### src/rtl/plate_array.sv
// plate_array: pressure-plate controller for the game playfield.
//
// Tracks the foot point of two player sprites against NUM_PLATES rectangular
// floor plates. Each plate has a per-frame debounce FSM (IDLE/HELD with a
// hold/release counter) and a momentary, latching or toggle output mode.
//
// Optional feature macro: PLATE_PLAYER_MASK_EN
//   defined   -> adds input player_mask; only enabled players occupy a plate
//   undefined -> every player activates every plate
//
// Ports:
//   Clk, Reset_n          clock, asynchronous active-low reset
//   frame_tick            one-cycle pulse per frame; occupancy sampled only here
//   p0_x/p0_y, p1_x/p1_y  player centres (10 bit)
//   p0_h, p1_h            player sprite heights (7 bit)
//   plate_x, plate_y      top-left corner per plate, plate k at [10k+9:10k]
//   plate_mode            2 bits per plate: 00 momentary, 01 latch, 10 toggle,
//                         11 momentary
//   clear                 per-plate output clear, acts in any cycle
//   player_mask           (optional) bit 2k enables p0, bit 2k+1 enables p1
//   plate_on              registered plate outputs
//   press_pulse           one-cycle pulse the cycle after each press event
//   any_on                registered OR of next-state plate_on
module plate_array #(
  parameter int unsigned NUM_PLATES  = 3,
  parameter int unsigned HOLD_CYCLES = 4,
  parameter int unsigned PLATE_W     = 20,
  parameter int unsigned PLATE_H     = 10
) (
  input  logic                    Clk,
  input  logic                    Reset_n,
  input  logic                    frame_tick,
  input  logic [9:0]              p0_x,
  input  logic [9:0]              p0_y,
  input  logic [9:0]              p1_x,
  input  logic [9:0]              p1_y,
  input  logic [6:0]              p0_h,
  input  logic [6:0]              p1_h,
  input  logic [10*NUM_PLATES-1:0] plate_x,
  input  logic [10*NUM_PLATES-1:0] plate_y,
  input  logic [2*NUM_PLATES-1:0] plate_mode,
  input  logic [NUM_PLATES-1:0]   clear,
`ifdef PLATE_PLAYER_MASK_EN
  input  logic [2*NUM_PLATES-1:0] player_mask,
`endif
  output logic [NUM_PLATES-1:0]   plate_on,
  output logic [NUM_PLATES-1:0]   press_pulse,
  output logic                    any_on
);

  typedef enum logic {StIdle, StHeld} state_e;

  localparam logic [3:0]  HoldCnt = 4'(HOLD_CYCLES);
  localparam logic [10:0] PlateW  = 11'(PLATE_W);
  localparam logic [10:0] PlateH  = 11'(PLATE_H);

  // ---------------------------------------------------------------------------
  // Foot points. All arithmetic at 11 bits so nothing wraps at screen edges.
  // ---------------------------------------------------------------------------
  logic [6:0]  p0_half, p1_half;
  logic [10:0] p0_sum, p1_sum;
  logic [10:0] p0_fx, p0_fy, p1_fx, p1_fy;
  logic        p0_valid, p1_valid;

  always_comb begin
    p0_half  = p0_h >> 1;
    p1_half  = p1_h >> 1;
    p0_sum   = {1'b0, p0_y} + {4'b0, p0_half};
    p1_sum   = {1'b0, p1_y} + {4'b0, p1_half};
    // A foot point above row 0 would underflow; such a player hits nothing.
    p0_valid = (p0_sum >= 11'd5);
    p1_valid = (p1_sum >= 11'd5);
    p0_fx    = {1'b0, p0_x};
    p1_fx    = {1'b0, p1_x};
    p0_fy    = p0_sum - 11'd5;
    p1_fy    = p1_sum - 11'd5;
  end

  // ---------------------------------------------------------------------------
  // Per-plate hit test and occupancy
  // ---------------------------------------------------------------------------
  logic [NUM_PLATES-1:0] hit0, hit1, occ;
  logic [10:0]           px, py, px_end, py_end;
  logic [2*NUM_PLATES-1:0] en_mask;

`ifdef PLATE_PLAYER_MASK_EN
  assign en_mask = player_mask;
`else
  assign en_mask = '1;
`endif

  always_comb begin
    hit0   = '0;
    hit1   = '0;
    occ    = '0;
    px     = '0;
    py     = '0;
    px_end = '0;
    py_end = '0;
    for (int k = 0; k < int'(NUM_PLATES); k++) begin
      px      = {1'b0, plate_x[10*k +: 10]};
      py      = {1'b0, plate_y[10*k +: 10]};
      px_end  = px + PlateW;
      py_end  = py + PlateH;
      hit0[k] = p0_valid && (p0_fx >= px) && (p0_fx < px_end) &&
                (p0_fy >= py) && (p0_fy < py_end);
      hit1[k] = p1_valid && (p1_fx >= px) && (p1_fx < px_end) &&
                (p1_fy >= py) && (p1_fy < py_end);
      // Two players on one plate are still a single occupancy.
      occ[k]  = (hit0[k] && en_mask[2*k]) || (hit1[k] && en_mask[2*k+1]);
    end
  end

  // ---------------------------------------------------------------------------
  // Debounce FSM: state/counter registers
  // ---------------------------------------------------------------------------
  state_e                state_q [NUM_PLATES];
  state_e                state_d [NUM_PLATES];
  logic [3:0]            cnt_q   [NUM_PLATES];
  logic [3:0]            cnt_d   [NUM_PLATES];
  logic [NUM_PLATES-1:0] press, release_ev;
  logic [3:0]            cnt_inc;

  always_ff @(posedge Clk or negedge Reset_n) begin
    if (!Reset_n) begin
      for (int k = 0; k < int'(NUM_PLATES); k++) begin
        state_q[k] <= StIdle;
        cnt_q[k]   <= '0;
      end
    end else begin
      for (int k = 0; k < int'(NUM_PLATES); k++) begin
        state_q[k] <= state_d[k];
        cnt_q[k]   <= cnt_d[k];
      end
    end
  end

  // Next-state: the counter measures consecutive ticks that disagree with the
  // current state; any agreeing tick restarts it.
  always_comb begin
    press      = '0;
    release_ev = '0;
    cnt_inc    = '0;
    for (int k = 0; k < int'(NUM_PLATES); k++) begin
      state_d[k] = state_q[k];
      cnt_d[k]   = cnt_q[k];
      if (frame_tick) begin
        cnt_inc = cnt_q[k] + 4'd1;
        unique case (state_q[k])
          StIdle: begin
            if (occ[k]) begin
              if (cnt_inc == HoldCnt) begin
                press[k]   = 1'b1;
                state_d[k] = StHeld;
                cnt_d[k]   = '0;
              end else begin
                cnt_d[k] = cnt_inc;
              end
            end else begin
              cnt_d[k] = '0;
            end
          end
          StHeld: begin
            if (!occ[k]) begin
              if (cnt_inc == HoldCnt) begin
                release_ev[k] = 1'b1;
                state_d[k]    = StIdle;
                cnt_d[k]      = '0;
              end else begin
                cnt_d[k] = cnt_inc;
              end
            end else begin
              cnt_d[k] = '0;
            end
          end
        endcase
      end
    end
  end

  // ---------------------------------------------------------------------------
  // Output mode logic
  // ---------------------------------------------------------------------------
  logic [NUM_PLATES-1:0] on_d;
  logic [1:0]            mode;
  logic                  is_latch, is_toggle;

  always_comb begin
    on_d      = plate_on;
    mode      = '0;
    is_latch  = 1'b0;
    is_toggle = 1'b0;
    for (int k = 0; k < int'(NUM_PLATES); k++) begin
      mode      = plate_mode[2*k +: 2];
      is_latch  = (mode == 2'b01);
      is_toggle = (mode == 2'b10);
      // Release only matters for momentary (00 and 11).
      if (release_ev[k] && !is_latch && !is_toggle) begin
        on_d[k] = 1'b0;
      end
      if (clear[k]) begin
        on_d[k] = 1'b0;
      end
      // A press overrides a same-cycle clear.
      if (press[k]) begin
        on_d[k] = is_toggle ? ~plate_on[k] : 1'b1;
      end
    end
  end

  always_ff @(posedge Clk or negedge Reset_n) begin
    if (!Reset_n) begin
      plate_on    <= '0;
      press_pulse <= '0;
      any_on      <= 1'b0;
    end else begin
      plate_on    <= on_d;
      press_pulse <= press;
      any_on      <= |on_d;
    end
  end

endmodule

### config.mk
export PLATFORM = sky130hd
export DESIGN_NAME = plate_array
export DESIGN_NICKNAME = d
export VERILOG_FILES = /design/src/rtl/plate_array.sv
export SDC_FILE = /design/constraint.sdc
export NUM_CORES = 1
export LEC_CHECK = 0
export ABC_AREA = 1
export BUFFER_PORTS_ARGS = -buffer_cell sky130_fd_sc_hd__buf_2
export CAP_MARGIN = 15
export CORE_ASPECT_RATIO = 2
export CORE_MARGIN = 5
export CORE_UTILIZATION = 25
export CTS_CLUSTER_DIAMETER = 150
export DETAILED_ROUTE_END_ITERATION = 10
export PLACE_DENSITY_LB_ADDON = 0.1
export SETUP_SLACK_MARGIN = 0.2
export SYNTH_ARGS = -nofsm -noshare
export SYNTH_HDL_FRONTEND = slang
export SYNTH_SLANG_ARGS = --single-unit
### constraint.sdc
create_clock -name Clk -period 1.9 [get_ports Clk]
set_input_delay 0.38 -clock Clk [delete_from_list [all_inputs] [get_ports Clk]]
set_output_delay 0.38 -clock Clk [all_outputs]
set_load 0.03 [all_outputs]
==> results of run 1 <==
## final cells by class
| cell class | instances | area, um2 |
|---|---|---|
| well taps | 450 | 563 |
| inverters | 194 | 731 |
| repair buffers | 404 | 2870 |
| diodes | 1 | 2.50 |
| multi-input cells | 1130 | 8230 |
| fillers | 3913 | 22500 |
| flip-flops and latches | 22 | 551 |
| clock buffers | 4 | 88.8 |
## metrics by stage
stage                     std cells   util  area (um2)
after CTS                      2200  0.361       12900
after global placement         2186  0.346       12300
final                          2205  0.367       13000
after floorplan                1348      -        9070
after global routing           2205  0.367       13000
after detailed placement       2186  0.346       12300
## where the power goes
group	switching, mW	internal (mW)
Combinational	2.73	2.38
Sequential	0.0866	0.581
Clock	0.179	0.322
## timing repair
item                                    in CTS  in global routing
buffers inserted                            10                  4
cloned                                       0                  0
hold buffers                                 0                  0
gates resized for setup                     65                 35
endpoints found under the setup margin      22                 22
pin swaps                                   55                 34
## how the worst max path moves through the flow
stage,from,endpoint
2_1_floorplan,p0_y[0],cnt_q[0]
3_3_place_gp,p1_y[0],cnt_q[3]
3_5_place_dp,p1_y[0],cnt_q[2]
4_1_cts,p0_h[1],cnt_q[2]
5_1_grt,p0_h[1],cnt_q[2]
6_report,p1_y[0],cnt_q[10]
## cell usage in the layout (no fill, tap or decap), types with 3 or more instances in the layout
cell type	Yosys	final
nand3_4	0	5
xor2_4	2	6
buf_2	0	126
buf_12	0	8
nor4_1	6	6
clkbuf_16	0	3
xor2_1	46	41
o21ai_2	8	8
a21o_1	8	8
a21oi_2	2	11
o21ai_1	4	8
o21a_1	5	5
inv_1	187	180
nand3b_1	23	23
nand4_1	26	26
o21bai_1	7	7
buf_4	0	257
nor3_1	17	16
o211ai_1	3	3
nor2_1	114	105
nor2_4	3	6
ha_4	0	17
ha_1	259	240
inv_2	7	13
nand2_4	4	8
a21oi_1	95	85
dfrtp_1	22	22
nand3_2	10	16
o21ai_0	28	24
buf_6	0	12
nor2_2	6	12
nand2_1	352	337
xnor2_1	12	10
nand3_1	60	49
nand2_2	18	29
## metal layers
metal	GRT usage	share of wire
met4	0.0454	0.033
met5	0	0
met3	0.00673	0.019
met2	0.336	0.60
met1	0.147	0.35
## logic make-up after synthesis
kind of cell | synth area share
buf+inv | 0.0823
simple gates | 0.321
flops | 0.0616
fa+ha+maj | 0.367
xor+xnor | 0.0648
compound gates | 0.103
==> metrics.yaml, run 1 <==
status:
  status: "finished, violations left"
  violations: "negative setup slack"
timing:
  slew_violations: 0
  finalSetupViolations: 22
  setup-tns-final_ps: -33420
  report.final.hold_viol_count: 0
  skew_ps: 1.13
  final.setup.worst_slack_ps: -1590
  rsz0062_at_grt: "yes"
  fmax_mhz: 286
  whs_ps: 88.9
  period_share: 1.84
  relSlewSlack: 0.650
  min_period_ps: 3490
  tightest_slew_ps: 525
global_route:
  antenna_found_initial: 1
  overflow: 0
  grt_usage: 0.155
  grt_max_degree: 23
  grt_pass1_wl_um: 49400
  grt_pass1_vias: 10174
logic_synthesis:
  syn_area_mm2: 0.00894
  synth_edf_count: 0
  ys_types: 38
  yosys-top-cells-count: "352 x nand2_1, 259 x ha_1, 187 x inv_1"
  synth_warnings: 0
  synth_area_leaders: "ha_1 36%, nand2_1 15%, inv_1 7.8%, dfrtp_1 6.2%, a21oi_1 5.3%"
  async_flop_share: 1.00
  syn_avg_cell_area_um2: 6.63
  ys_ff_latch: 22
  synth_cells: 1348
  synth_top_area_share: 0.362
  synth_most_common_cell: "nand2_1"
  ys_seq_area_frac: 0.0616
  syn_nets: 1735
  ys.flop_type: "dfrtp_1"
  yosys.area.top_type: "ha_1"
floorplanning:
  io_pins: 133
  fp.dieH_um: 277
  start_util: 0.251
  rows: 98
  die_x_um: 144
  dieArea_mm2: 0.0399
  core_area_mm2: 0.0356
critical_path:
  worst_ep_arrival_time_ps: 3640
  worst-setup-path-type: "in -> reg"
  r2r_end: "any_on"
  critPathSlowestCell: "fa_2"
  critical_path.top_delay_family: "simple AND/OR/NAND/NOR gates"
  reg2reg_depth: 12
  r2r-start: "cnt_q[5]"
  worst-path-stages: 28
  start_kind: "input port"
  worst-path-buf-inv: 6
  cp-end-kind: "flip-flop"
  path_max_fanout: 5
  critical-path-max-stage-delay_ps: 580
  cp.required_ps: 2050
  cpMostUsedCell: "nand2_1"
  r2r_slack_ps: -40
place:
  gp_congestion: 0.866
  io_buffer_count: 130
  dp_hpwl_um: 28600
  preCtsSetupSlack_ps: -2170
detailed_routing:
  route.detailed.drc: 0
  drtAntennaViolNets: 0
  vias: 9842
  vias_per_cell: 4.46
  dr.pass1.iters: 5
  drt-initial-drc-count: 222
  wl_per_cell_um: 14.1
  wl_um: 31100
cts:
  clockBufferDepth: 2
  cts_tree: "built"
  worstSkewPairLatency_ps: 260
  cts_made_buffers: 3
  clk_pin_slew_ps: 60
  cts-root-buf: "clkbuf_16"
  h-tree-depth: 1
  cts_sinks: 22
power_and_ir_drop:
  fin_total_pwr_mw: 6.28
  power_leakage_nw: 7.29
  irDropWorstVdd_uv: 316
  power.density_mw_per_mm2: 482
layout:
  drive_above_1_share: 0.314
  final_nets: 2142
  area_growth_pct: 45.8
worst_hold_path:
  hold_path.class: "in -> async"
flow_run:
  drv_cap: 0
Note: power is estimated with default switching activity, not from simulation.
==> inputs of run 2 (changes only) <==
--- a/config.mk
+++ b/config.mk
@@ -13,7 +13,7 @@
 export CORE_UTILIZATION = 25
 export CTS_CLUSTER_DIAMETER = 150
 export DETAILED_ROUTE_END_ITERATION = 10
-export PLACE_DENSITY_LB_ADDON = 0.1
+export RECOVER_POWER = 100
 export SETUP_SLACK_MARGIN = 0.2
 export SYNTH_ARGS = -nofsm -noshare
 export SYNTH_HDL_FRONTEND = slang
==> constraint.sdc (replaced) <==
create_clock -name Clk -period 3.8 [get_ports Clk]
set_input_delay 0.76 -clock Clk [delete_from_list [all_inputs] [get_ports Clk]]
set_output_delay 0.76 -clock Clk [all_outputs]
set_load 0.03 [all_outputs]
==> metrics.yaml, run 2 (synthesis gave the netlist of run 1 again) <==
flow_run:
  drv_cap: 0  # unchanged
critical_path:
  worst-setup-path-type: "in -> reg"
  reg2reg_depth: 12  # unchanged
  start_kind: "input port"
  r2r_end: "any_on"
  r2r-start: "cnt_q[0]"
  path_max_fanout: 6  # +1
  r2r_slack_ps: 1730  # +1770 ps
  critical-path-max-stage-delay_ps: 540  # -40 ps
  critPathSlowestCell: "fa_1"
  cp-end-kind: "flip-flop"
  cpMostUsedCell: "nand2_1"
  cp.required_ps: 3940  # +1890 ps
  worst_ep_arrival_time_ps: 4060  # +420 ps
layout:
  final_common_cell: "nand2_1"
  drive_above_1_share: 0.219  # -0.0955
  area_growth_pct: 27.2
  layout_common_cells: "341 x nand2_1, 247 x ha_1, 176 x inv_1"
  final_nets: 1952  # -8.9%
  fillerInstances: 3860  # -1.4%
global_route:
  grt_pass1_wl_um: 46900  # -5.0%
  grt_use_met3: 0.00845  # +0.00173
  grt.met2_usage: 0.308  # -0.0284
  overflow: 0  # unchanged
  grt_usage: 0.148  # -0.00737
  grt_pass1_vias: 9582  # -5.8%
  antenna_found_initial: 4  # +3
  use_met1: 0.134  # -0.0138
  grt_max_degree: 23  # unchanged
  top_usage_layer: "met2"
detailed_routing:
  vias: 9392  # -4.6%
  drt-initial-drc-count: 250  # +13%
  route.detailed.drc: 0  # unchanged
  wl_per_cell_um: 14.8  # +4.7%
  dr.pass1.iters: 4  # -1
  drtAntennaViolNets: 0  # unchanged
  wl_um: 29800  # -4.2%
  vias_per_cell: 4.66  # +4.3%
timing:
  relSlewSlack: 0.185  # -0.465
  whs_ps: 454  # +365 ps
  slew_violations: 0  # unchanged
  fmax_mhz: 255
  finalSetupViolations: 17  # -23%
  skew_ps: 2.37  # +1.24 ps
  rsz0062_at_grt: "yes"
  period_share: 1.03
  report.final.hold_viol_count: 0  # unchanged
  final.setup.worst_slack_ps: -122  # +1470 ps
  tightest_slew_ps: 1220  # +697 ps
  min_period_ps: 3920
cts:
  cts_sinks: 22  # unchanged
  cts-root-buf: "clkbuf_16"
  cts_made_buffers: 3  # unchanged
  cts_tree: "built"
  h-tree-depth: 1  # unchanged
  worstSkewPairLatency_ps: 250  # about the same
  clockBufferDepth: 2  # unchanged
  clk_pin_slew_ps: 60  # about the same
worst_hold_path:
  hold_path_end: "press_pulse[0]"
  hold_path.class: "reg -> reg"
  hold_depth: 1
status:
  violations: "negative setup slack"
  status: "finished, violations left"
floorplanning:
  rows: 98  # unchanged
  dieArea_mm2: 0.0399  # unchanged
  start_util: 0.251  # unchanged
  die_x_um: 144  # unchanged
  io_pins: 133  # unchanged
  fp.dieH_um: 277  # unchanged
  core_area_mm2: 0.0356  # unchanged
power_and_ir_drop:
  power.density_mw_per_mm2: 250  # -48%
  seq_power_share: 0.120  # +0.014
  combPwrFrac: 0.795  # -0.019
  power_switching_mw: 1.44  # -52%
  irDropWorstVdd_uv: 158  # -50%
  sw_frac_of_total: 0.504  # +0.0269
  internal-power_mw: 1.41  # -57%
  clockPowerShare: 0.085  # +0.005
  power_leakage_nw: 6.30  # -14%
  fin_total_pwr_mw: 2.85  # -55%
place:
  dp_hpwl_um: 26700  # -6.5%
  io_buffer_count: 130  # unchanged
  gp_congestion: 0.874  # +0.90%
==> run 2: cell count changes in the layout (fill, tap and decap cells not counted), sizes merged <==
cell / change
diode: +2
buf: -198
clkbuf: +8
==> run 2: stage by stage <==
step | setup slack, ps | area, um2 | utilization | cells | TNS (ps)
final | -122 | 11400 | 0.320 | 2017 | -1380
after global routing | -366 | 11400 | 0.320 | 2017 | -5990
after CTS | -126 | 11300 | 0.317 | 2012 | -1020
after detailed placement | -695 | 10900 | 0.306 | 2002 | -13530
after global placement | -643 | 10900 | 0.306 | 2002 | -12120
after floorplan | -16.9 | 9070 | - | 1348 | -111
==> run 2: area by class of cell <==
type | instances | area (um2) | area share
diodes | 3 | 7.51 | 0.000660
well taps | 450 | 563 | 0.0495
repair buffers | 214 | 1350 | 0.119
flip-flops and latches | 22 | 551 | 0.0484
multi-input cells | 1130 | 8090 | 0.711
inverters | 194 | 731 | 0.0642
clock buffers | 4 | 88.8 | 0.00781
==> run 2: how the worst max path moves through the flow <==
stage,startpoint,endpoint,slack [ps],cells after the start
final,p0_h[1],cnt_q[0],-120,26
after detailed placement,p1_y[0],cnt_q[10],-690,23
after floorplan,p0_y[0],cnt_q[0],-20,24
after global routing,p0_h[1],cnt_q[9],-370,26
after global placement,p1_y[0],cnt_q[10],-640,23
after CTS,p0_h[1],cnt_q[0],-130,26
==> run 2: repair_timing <==
item / in CTS / in global routing
resized for setup: 58 / 23
setup buffers: 6 / 2
pin swaps: 49 / 31
hold buffers: 0 / 0
endpoints found under the setup margin: 22 / 22
gates cloned: 0 / 0
==> run 2: power groups by stage <==
stage	Clock, mW	Combinational, mW	Sequential, mW
final	0.241	2.27	0.342
after global routing	0.256	2.61	0.350
after CTS	0.246	2.25	0.342
after detailed placement	0	2.13	0.345
after global placement	0	2.06	0.341
after floorplan	0	1.44	0.331
==> run 2: critical path: cells and delay by family <==
family,cells,cell delay (ps)
AOI/OAI and AO/OA,3,330
xor gates and xnor gates,2,380
adders and majority gates,4,1080
buffers and inverters,5,340
and+or+nand+nor,12,1150
==> run 2: metal layers <==
metal / vias up / routed length, um
met2: 191 / 17100
met1: 4222 / 10100
met3: 79 / 656
met5: - / 0
met4: 0 / 1950
li1: 4900 / -
